[src/rtl/spi_slave_tx.sv]
// SPI mode-0 slave transmitter: byte handshake in, one-byte prefetch, MSB-first on miso.
// sclk and cs_n are oversampled in the clk domain; clk is the only clock.
module spi_slave_tx #(
  parameter logic [7:0]  FILL_BYTE   = 8'h00,
  parameter int unsigned SYNC_STAGES = 2
) (
  input  logic       clk,
  input  logic       rst,
  input  logic       sclk,
  input  logic       cs_n,
  output logic       miso,
  input  logic       tx_data_ready,
  input  logic [7:0] tx_data,
  output logic       tx_ack,
  output logic       frame_active,
  output logic [5:0] byte_count,
  output logic       underrun
);
  localparam int unsigned NS = (SYNC_STAGES < 2) ? 2 : SYNC_STAGES;

  logic [NS-1:0] sclk_sync_r;
  logic [NS-1:0] cs_sync_r;
  logic          sclk_d_r;
  logic          cs_d_r;
  logic [NS:0]   settle_r;
  logic          armed_r;
  logic [7:0]    hold_data_r;
  logic          hold_full_r;
  logic [6:0]    shift_r;
  logic [2:0]    bit_cnt_r;
  logic          close_pend_r;

  logic       sclk_rise_s, sclk_fall_s, cs_fall_s, cs_rise_s;
  logic       frame_start_s, frame_end_s, shift_evt_s, boundary_s, load_evt_s;
  logic       can_take_s, use_hold_s, bypass_s, use_fill_s, capture_s;
  logic       close_req_s, ack_next_s, close_pend_next_s;
  logic [7:0] load_byte_s;

  // Pin synchronizers, edge-detect registers and post-reset arming of the cs_n fall detector.
  always_ff @(posedge clk) begin
    if (rst) begin
      sclk_sync_r <= {NS{1'b0}};
      cs_sync_r   <= {NS{1'b1}};
      sclk_d_r    <= 1'b0;
      cs_d_r      <= 1'b1;
      settle_r    <= {(NS+1){1'b0}};
      armed_r     <= 1'b0;
    end else begin
      sclk_sync_r <= {sclk_sync_r[NS-2:0], sclk};
      cs_sync_r   <= {cs_sync_r[NS-2:0], cs_n};
      sclk_d_r    <= sclk_sync_r[NS-1];
      cs_d_r      <= cs_sync_r[NS-1];
      settle_r    <= {settle_r[NS-1:0], 1'b1};
      // A frame may only start once a genuinely sampled cs_n high has been seen after reset.
      if (settle_r[NS] && cs_d_r && cs_sync_r[NS-1]) begin
        armed_r <= 1'b1;
      end
    end
  end

  // Event decode, byte-source priority and handshake decisions.
  always_comb begin
    sclk_rise_s   = sclk_sync_r[NS-1] & ~sclk_d_r;
    sclk_fall_s   = ~sclk_sync_r[NS-1] & sclk_d_r;
    cs_fall_s     = armed_r & cs_d_r & ~cs_sync_r[NS-1];
    cs_rise_s     = ~cs_d_r & cs_sync_r[NS-1];
    frame_start_s = cs_fall_s & ~frame_active;
    frame_end_s   = cs_rise_s & frame_active;
    // Frame end beats a coincident sclk fall so a cleanly closed frame starts no extra byte.
    shift_evt_s   = frame_active & ~cs_rise_s & sclk_fall_s;
    boundary_s    = shift_evt_s & (bit_cnt_r == 3'd0);
    load_evt_s    = frame_start_s | boundary_s;
    can_take_s    = tx_data_ready & ~tx_ack;
    use_hold_s    = load_evt_s & hold_full_r;
    bypass_s      = load_evt_s & ~hold_full_r & can_take_s;
    use_fill_s    = load_evt_s & ~hold_full_r & ~can_take_s;
    capture_s     = (~hold_full_r | use_hold_s) & can_take_s & ~bypass_s;
    close_req_s   = frame_end_s | close_pend_r;
    ack_next_s    = capture_s | bypass_s | close_req_s;
    close_pend_next_s = close_req_s & (capture_s | bypass_s);
    if (use_hold_s) begin
      load_byte_s = hold_data_r;
    end else if (bypass_s) begin
      load_byte_s = tx_data;
    end else begin
      load_byte_s = FILL_BYTE;
    end
  end

  // Frame state, shifter, holding register and tx_ack.
  always_ff @(posedge clk) begin
    if (rst) begin
      miso         <= 1'b0;
      tx_ack       <= 1'b0;
      frame_active <= 1'b0;
      byte_count   <= 6'd0;
      underrun     <= 1'b0;
      hold_data_r  <= 8'h00;
      hold_full_r  <= 1'b0;
      shift_r      <= 7'd0;
      bit_cnt_r    <= 3'd0;
      close_pend_r <= 1'b0;
    end else begin
      tx_ack       <= ack_next_s;
      close_pend_r <= close_pend_next_s;
      if (capture_s) begin
        hold_data_r <= tx_data;
        hold_full_r <= 1'b1;
      end else if (use_hold_s) begin
        hold_full_r <= 1'b0;
      end
      if (frame_start_s) begin
        frame_active <= 1'b1;
        byte_count   <= 6'd1;
        underrun     <= use_fill_s;
        bit_cnt_r    <= 3'd0;
      end else if (frame_end_s) begin
        frame_active <= 1'b0;
        bit_cnt_r    <= 3'd0;
      end else begin
        if (frame_active && sclk_rise_s) begin
          bit_cnt_r <= bit_cnt_r + 3'd1;
        end
        if (boundary_s) begin
          if (byte_count != 6'd63) begin
            byte_count <= byte_count + 6'd1;
          end
          if (use_fill_s) begin
            underrun <= 1'b1;
          end
        end
      end
      if (frame_end_s) begin
        miso <= 1'b0;
      end else if (load_evt_s) begin
        shift_r <= load_byte_s[6:0];
        miso    <= load_byte_s[7];
      end else if (shift_evt_s) begin
        shift_r <= {shift_r[5:0], 1'b0};
        miso    <= shift_r[6];
      end
    end
  end
endmodule
[config.mk]
export PLATFORM = sky130hd
export DESIGN_NAME = spi_slave_tx
export DESIGN_NICKNAME = d
export VERILOG_FILES = /design/src/rtl/spi_slave_tx.sv
export SDC_FILE = /design/constraint.sdc
export NUM_CORES = 1
export LEC_CHECK = 0
export ABC_AREA = 1
export BUFFER_PORTS_ARGS = -buffer_cell sky130_fd_sc_hd__buf_2
export CAP_MARGIN = 20
export CORE_MARGIN = 10
export CORE_UTILIZATION = 30
export DETAILED_ROUTE_END_ITERATION = 12
export GPL_TIMING_DRIVEN = 0
export PLACE_DENSITY_LB_ADDON = 0.08
export SYNTH_ARGS = -nofsm -noshare
export SYNTH_HDL_FRONTEND = slang
export SYNTH_SLANG_ARGS = --single-unit
export TNS_END_PERCENT = 1
[constraint.sdc]
create_clock -name clk -period 1.5 [get_ports clk]
set_clock_uncertainty 0.1 [all_clocks]
set_input_delay 0.075 -clock clk [delete_from_list [all_inputs] [get_ports clk]]
set_output_delay 0.075 -clock clk [all_outputs]
set_load 0.1 [all_outputs]
==> results.toml, run 1 <==
[logic_synthesis]
post_synthesis_area_per_instance_um2 = 8.008
synth.yosys.seq_area_share_pct = 42.55
asyncSetResetFlopFracSynth_pct = 0
synthDominantAreaCellType = "dfxtp_1"
synth_common_cells = "46 x nand2_1, 41 x inv_1, 40 x dfxtp_1, 22 x a21oi_1"
postSynthNetCount = 251
proportion_of_synthesized_area_in_mux_cells_pct = 0
yosys.area_share.xor_xnor_pct = 1.862
yosys_register_bits = 40
synth_compound_gate_area_share_pct = 14.10
synth_fa_ha_area_share_pct = 1.995
yosysMostFrequentCell = "nand2_1"
yosysTopAreaCellShare_pct = 42.55
synth_warnings = 0
syn-cell-area_mm2 = 0.001882
synth-edff-count = 0
synth-main-ff-cell = "dfxtp_1"
simple_gate_portion_of_the_synthesized_area_pct = 26.80
synth.top_cells.by_area = "dfxtp_1 43%, nand2_1 9.2%, inv_1 8.2%"
synth_cell_types = 32
syn_inst = 235
largest_family_of_logic_cells_by_synthesized_area = "simple AND/OR/NAND/NOR gates"

[placed_design]
placed_cell_area_mm2 = 0.002108
globalplace.congestion = 0.7005
dp.cells = 331
detailed_place_hpwl_mm = 3.136
port_buffers = 21

[global_routing]
grt_antenna_before_repair = 0
largest_net_degree_at_the_start_of_global_routing = 14
global_route.usage.total_pct = 9.482
overflow = 0
first_pass_grt_wire_length_mm = 7.879
grt_pass1_vias = 1679

[timing]
fin_crit_sh_pct = 107.3
slew_headroom_pct = 62.79
crit_path_setup_slack_layout_ns = -0.1102
finalCriticalPeriod_ns = 1.610
setup_repair_after_global_routing_missed_its_margin = "yes"
worst_pin_slew_ns = 0.5581
fmax_mhz = 621.0
hold_violations = 4
hold-worst-slack_ns = -0.1208
setup_viol_count_final = 19
finalMaxSlewViolations = 0

[critical_path]
setup.worst_path.end_class = "flip-flop"
start_kind = "flip-flop"
critical_path_required_ns = 1.56
worst-r2r-setup-slack_ns = -0.11
reg2regPathDepth = 11
endpoint = "shift_r[3]$_SDFFE_PP0P_"
setup.worst_path.class = "reg -> reg"
slowest_stage_cell_on_the_critical_path = "dfxtp_2"
crit-reg2reg-launch = "bit_cnt_r[0]$_SDFFE_PP0P_"
worst_setup_path_startpoint = "bit_cnt_r[0]$_SDFFE_PP0P_"
worstPathCellList = "inv_2 -> ha_4 -> inv_2 -> nor2_4 -> nand3_4 -> nand2_8 -> buf_12 -> buf_12 -> o311ai_4 -> nand2_1 -> a21oi_1"
critical-path-max-stage-delay_ns = 0.33
worst_ep_arrival_time_ns = 1.67
reg2reg_to = "shift_r[3]$_SDFFE_PP0P_"
critPathMaxFanout = 5

[pwr]
vdd_drop_max_uv = 550.0
power_switching_w = 0.0005857
power.share.sequential_pct = 49.0
p_leak_nw = 1.135
combPwrFrac_pct = 12.1
p_clk_share_pct = 38.9
internal-power_w = 0.001693
power.density_cell_area_mw_per_mm2 = 830.0
power.switching_fraction_pct = 25.71

[floorplanning]
number_of_top_level_pins = 23
core_mm2 = 0.005991
design.die.area_mm2 = 0.009841
die_y_um = 99.20
die_width_um = 99.20
number_of_standard_cell_rows_in_the_floorplan = 28
initial_core_util_pct = 31.41

[routing]
postRouteAntennaNets = 0
drt_pass1_iterations = 4
viasPerCell = 4.627
routed_wire_length_per_instance_um = 12.69
routed_wirelength_mm = 4.658
drt_iter0_markers = 47
vias = 1698
remaining_drc_errors = 0

[job]
timing.max_cap.violations = 0

[run_status]
outcome = "finished, violations left"
violations = "negative hold slack, negative setup slack"

[min_path]
hp-class = "in -> reg"
number_of_instances_on_the_worst_hold_path = 2

[cts]
cts_h_tree_lvls = 2
clock_path_buffers = 2
ctsRootBufferMaster = "clkbuf_8"
cts_buffer_count = 5
post_cts_hold_buffer_count = 14
cts_tree = "yes"
worstSkewPairLatency_ns = 0.29
cts_sinks = 40
clk_transition_reported_paths_ns = 0.08

[final_layout]
final_cell_count_no_fill = 367
multiInputGateArea_mm2 = 0.001031
sequential_cell_area_in_the_final_layout_um2 = 829.5
area_growth_pct = 45.88
post_route_cells_drive_above_1_share_pct = 35.62
num-fill-cells = 601
n_antenna_cell = 0
fin_nets = 307
final_cell_area_mm2 = 0.002745
[kinds of logic after synthesis]
logic type / after synthesis
DFF: 40
AOI/OAI and AO/OA: 43
and+or+nand+nor: 92
buffers and inverters: 53
adders and majority gates: 3
xor gates and xnor gates: 4
[timing repair]
item | in CTS | in global routing
endpoints found under the hold margin | 16 | 3
pin swaps | 8 | 16
cloned | 1 | 2
gates resized for setup | 30 | 21
setup buffers | 8 | 4
endpoints found under the setup margin | 26 | 27
[layout by cell type, fill, tap and decap left out, drive strengths merged]
cell type	Yosys	routed
xnor2	1	1
nand2	49	49
dlygate4sd3	0	14
nand3	11	12
bufinv	0	1
dfxtp	40	40
o311ai	7	7
o31ai	1	1
nor2	13	13
clkinvlp	0	1
ha	3	3
o21a	1	1
nor3	3	3
nand4	13	13
clkinv	1	1
clkbuf	3	7
a21oi	24	24
buf	5	40
xor2	3	3
or2	2	2
nor3b	1	1
o21ai	10	10
inv	44	45
[critical path, delay by kind of cell (launching register included)]
family          cells  cell delay, ns
compound gates      2            0.15
flops               1            0.33
fa+ha+maj           1            0.12
buf+inv             4            0.33
simple gates        4            0.45
[layer usage]
layer | up-vias | track usage, % | share of wire, %
li1 | 884 | - | -
met1 | 783 | 12.83 | 52
met2 | 24 | 13.83 | 43
met3 | 7 | 2.630 | 3.7
met4 | 0 | 3.638 | 1.6
met5 | - | 0 | 0
[worst min path at each step]
stage,from,end,slack [ns]
after global placement,cs_n,cs_sync_r[0]$_SDFF_PP1_,0.16
after detailed placement,cs_n,cs_sync_r[0]$_SDFF_PP1_,0.16
after CTS,rst,tx_ack$_SDFF_PP0_,-0.13
final,rst,tx_ack$_SDFF_PP0_,-0.12
after floorplan,cs_n,cs_sync_r[0]$_SDFF_PP1_,0.08
after global routing,rst,tx_ack$_SDFF_PP0_,-0.12
[power groups by stage]
stage               Sequential [W]  Combinational [W]  Clock, W
global placement           0.00113           0.000199         0
global route               0.00112           0.000302  0.000960
CTS                        0.00112           0.000243  0.000919
floorplan                  0.00115           0.000124         0
detailed placement         0.00113           0.000198         0
finish                     0.00112           0.000275  0.000886
[layout make-up]
| class | instances | share of cell area (%) |
|---|---|---|
| Buffer | 7 | 2.598 |
| Clock buffer | 5 | 2.507 |
| Clock inverter | 3 | 1.550 |
| Inverter | 45 | 6.244 |
| Multi-Input combinational cell | 143 | 37.56 |
| Sequential cell | 40 | 30.22 |
| Tap cell | 75 | 3.418 |
| Timing Repair Buffer | 49 | 15.91 |
[through the flow]
stage          setup slack [ns]  TNS, ns  total power (W)  utilization, %
6_report                -0.1102   -1.190         0.002278           45.82
5_1_grt                 -0.1845   -3.098         0.002383           45.82
4_1_cts                 -0.1334   -2.164         0.002282           43.69
3_5_place_dp            -0.2196   -3.303         0.001328           35.19
3_3_place_gp            -0.2086   -3.300         0.001329           35.19
2_1_floorplan          -0.09993   -1.608         0.001270               -
[registers in the layout, summed over array words and instances, names as in the netlist, 2 cells and up]
name,flops
bit_cnt_r,3
byte_count,6
cs_sync_r,2
hold_data_r,8
sclk_sync_r,2
settle_r,3
shift_r,7
Note: power is estimated with default switching activity, not from simulation.
==> inputs of run 2 (changes only) <==
--- a/config.mk
+++ b/config.mk
@@ -11,7 +11,6 @@
 export CORE_MARGIN = 10
 export CORE_UTILIZATION = 30
 export DETAILED_ROUTE_END_ITERATION = 12
-export GPL_TIMING_DRIVEN = 0
 export PLACE_DENSITY_LB_ADDON = 0.08
 export SYNTH_ARGS = -nofsm -noshare
 export SYNTH_HDL_FRONTEND = slang
==> results.toml, run 2 (same netlist as run 1, synthesis figures left out) <==
[run_status]
outcome = "finished, violations left"
violations = "negative setup slack"

[placed_design]
globalplace.congestion = 0.7353
port_buffers = 22
detailed_place_hpwl_mm = 3.129

[pwr]
power.switching_fraction_pct = 22.76
combPwrFrac_pct = 9.6
vdd_drop_max_uv = 540.1
power.share.sequential_pct = 43.9
power.density_cell_area_mw_per_mm2 = 956.8
internal-power_w = 0.001949
power_switching_w = 0.0005743
p_clk_share_pct = 46.5
total_power_w = 0.002523
p_leak_nw = 1.160

[cts]
clk_transition_reported_paths_ns = 0.08
cts_sinks = 40
clock_path_buffers = 2
ctsRootBufferMaster = "clkbuf_8"
cts_tree = "yes"
cts_h_tree_lvls = 2
cts_buffer_count = 5
worstSkewPairLatency_ns = 0.29

[critical_path]
start_kind = "flip-flop"
worst_ep_arrival_time_ns = 1.69
critical-path-max-stage-delay_ns = 0.33
setup.worst_path.end_class = "flip-flop"
crit_top_cell = "inv_2"
critical_path_required_ns = 1.63
critPathMaxFanout = 6
slowest_stage_cell_on_the_critical_path = "dfxtp_2"
worstPathCellList = "inv_2 -> ha_4 -> inv_2 -> nor2_4 -> nand3_4 -> buf_12 -> nand2_8 -> buf_6 -> o21ai_2 -> inv_2 -> nand2_2 -> a21oi_2"
setup.worst_path.class = "reg -> reg"
reg2regPathDepth = 12

[floorplanning]
core_mm2 = 0.005991
number_of_top_level_pins = 23
initial_core_util_pct = 31.41
number_of_standard_cell_rows_in_the_floorplan = 28
die_y_um = 99.20
design.die.area_mm2 = 0.009841
die_width_um = 99.20

[timing]
finalMaxSlewViolations = 0
finalCriticalPeriod_ns = 1.557
setup_repair_after_global_routing_missed_its_margin = "yes"
slew_headroom_pct = 67.23
setup_viol_count_final = 14
fin_crit_sh_pct = 103.8
total_negative_slack_for_setup_checks_ns = -0.4096
crit_path_setup_slack_layout_ns = -0.05721
fmax_mhz = 642.2
hold_violations = 0
worst_pin_slew_ns = 0.4950

[routing]
met3RoutedLength_um = 200
viasPerCell = 4.551
maxUsedRoutingLayer = "met4"
drt_iter0_markers = 53
postRouteAntennaNets = 0
routed_wirelength_mm = 4.673
remaining_drc_errors = 0
dr_wl_met2_mm = 1.898
routed_wire_length_per_instance_um = 12.56
wl_met1_mm = 2.517
vias = 1693
drt_pass1_iterations = 4

[final_layout]
post_route_cells_drive_above_1_share_pct = 34.01
top_regs = "hold_data_r (8), shift_r (7), byte_count (6)"
area_growth_pct = 40.16
mostFrequentLayoutCells = "44 x nand2_1, 38 x inv_1, 28 x dfxtp_1"
largest_register_ffs = 8
n_antenna_cell = 0
fin_nets = 312
regMostFlops = "hold_data_r"
mostFrequentLayoutCell = "nand2_1"

[global_routing]
first_pass_grt_wire_length_mm = 7.921
grt_pass1_vias = 1642
global_route.usage.total_pct = 9.731
largest_net_degree_at_the_start_of_global_routing = 19
overflow = 0
grt_antenna_before_repair = 0

[job]
timing.max_cap.violations = 0

[min_path]
hp-class = "in -> reg"
number_of_instances_on_the_worst_hold_path = 6
[run 2: changes by cell type in the layout (fill, tap and decap cells not counted), sizes merged]
cell and change:
clkbuf -1, buf +5, nand2 +3, clkinv -1, clkinvlp -1, bufinv +1, dlygate4sd3 -2, nand3 +1
[run 2: through the flow]
stage	std cells	util [%]	setup slack (ns)	cell area, µm²	hold WS (ns)
after floorplan	235	-	-0.09993	1909	0.07881
after global placement	342	36.57	-0.07124	2191	0.1569
after detailed placement	342	36.57	-0.1189	2191	0.1598
after CTS	371	43.55	-0.08541	2609	0.2464
after global routing	372	44.03	-0.1556	2638	0.2998
final	372	44.03	-0.05721	2638	0.2451
[run 2: worst max-delay path: cells and delay by family, from the launching register on]
kind                       cells  cell delay [ns]
and+or+nand+nor                4             0.35
adders and majority gates      1             0.12
buffers and inverters          5             0.40
DFF                            1             0.33
AOI/OAI and AO/OA              2             0.17
[run 2: timing repair]
action                                  4_1_cts  5_1_grt
endpoints found under the setup margin       23       26
hold buffers                                 12        0
endpoints found under the hold margin        15        0
pin swaps                                    12        9
resized for setup                            17        7
cloned                                        5        0
setup buffers                                 4        1
[run 2: final timing paths]
check / startpoint / slack [ns] / to
max: bit_cnt_r[1]$_SDFFE_PP0P_ / -0.06 / shift_r[6]$_SDFFE_PP0P_
min reg2reg: settle_r[1]$_SDFF_PP0_ / 0.31 / settle_r[2]$_SDFF_PP0_
min: tx_data_ready / 0.25 / shift_r[1]$_SDFFE_PP0P_
max reg2reg: bit_cnt_r[1]$_SDFFE_PP0P_ / -0.06 / shift_r[6]$_SDFFE_PP0P_
[run 2: cell type report]
| cell class | instances | area, µm² |
|---|---|---|
| Sequential cell | 40 | 825.8 |
| Inverter | 45 | 171.4 |
| Clock buffer | 6 | 93.84 |
| Tap cell | 75 | 93.84 |
| Multi-Input combinational cell | 147 | 957.2 |
| Fill cell | 614 | 3353 |
| Clock inverter | 2 | 60.06 |
| Timing Repair Buffer | 57 | 435.4 |
[run 2: power by group through the flow]
stage          sequential, W  clock [W]  combinational, W
3_5_place_dp         0.00113          0          0.000199
4_1_cts              0.00111    0.00120          0.000238
2_1_floorplan        0.00115          0          0.000124
6_report             0.00111    0.00117          0.000242
3_3_place_gp         0.00113          0          0.000199
5_1_grt              0.00111    0.00125          0.000269
[run 2: metal layers]
metal  GRT usage, %  vias to the layer above
met4          3.418                        0
met2          13.73                       26
met3          3.114                        4
met5              0                        -
li1               -                      894
met1          13.42                      769
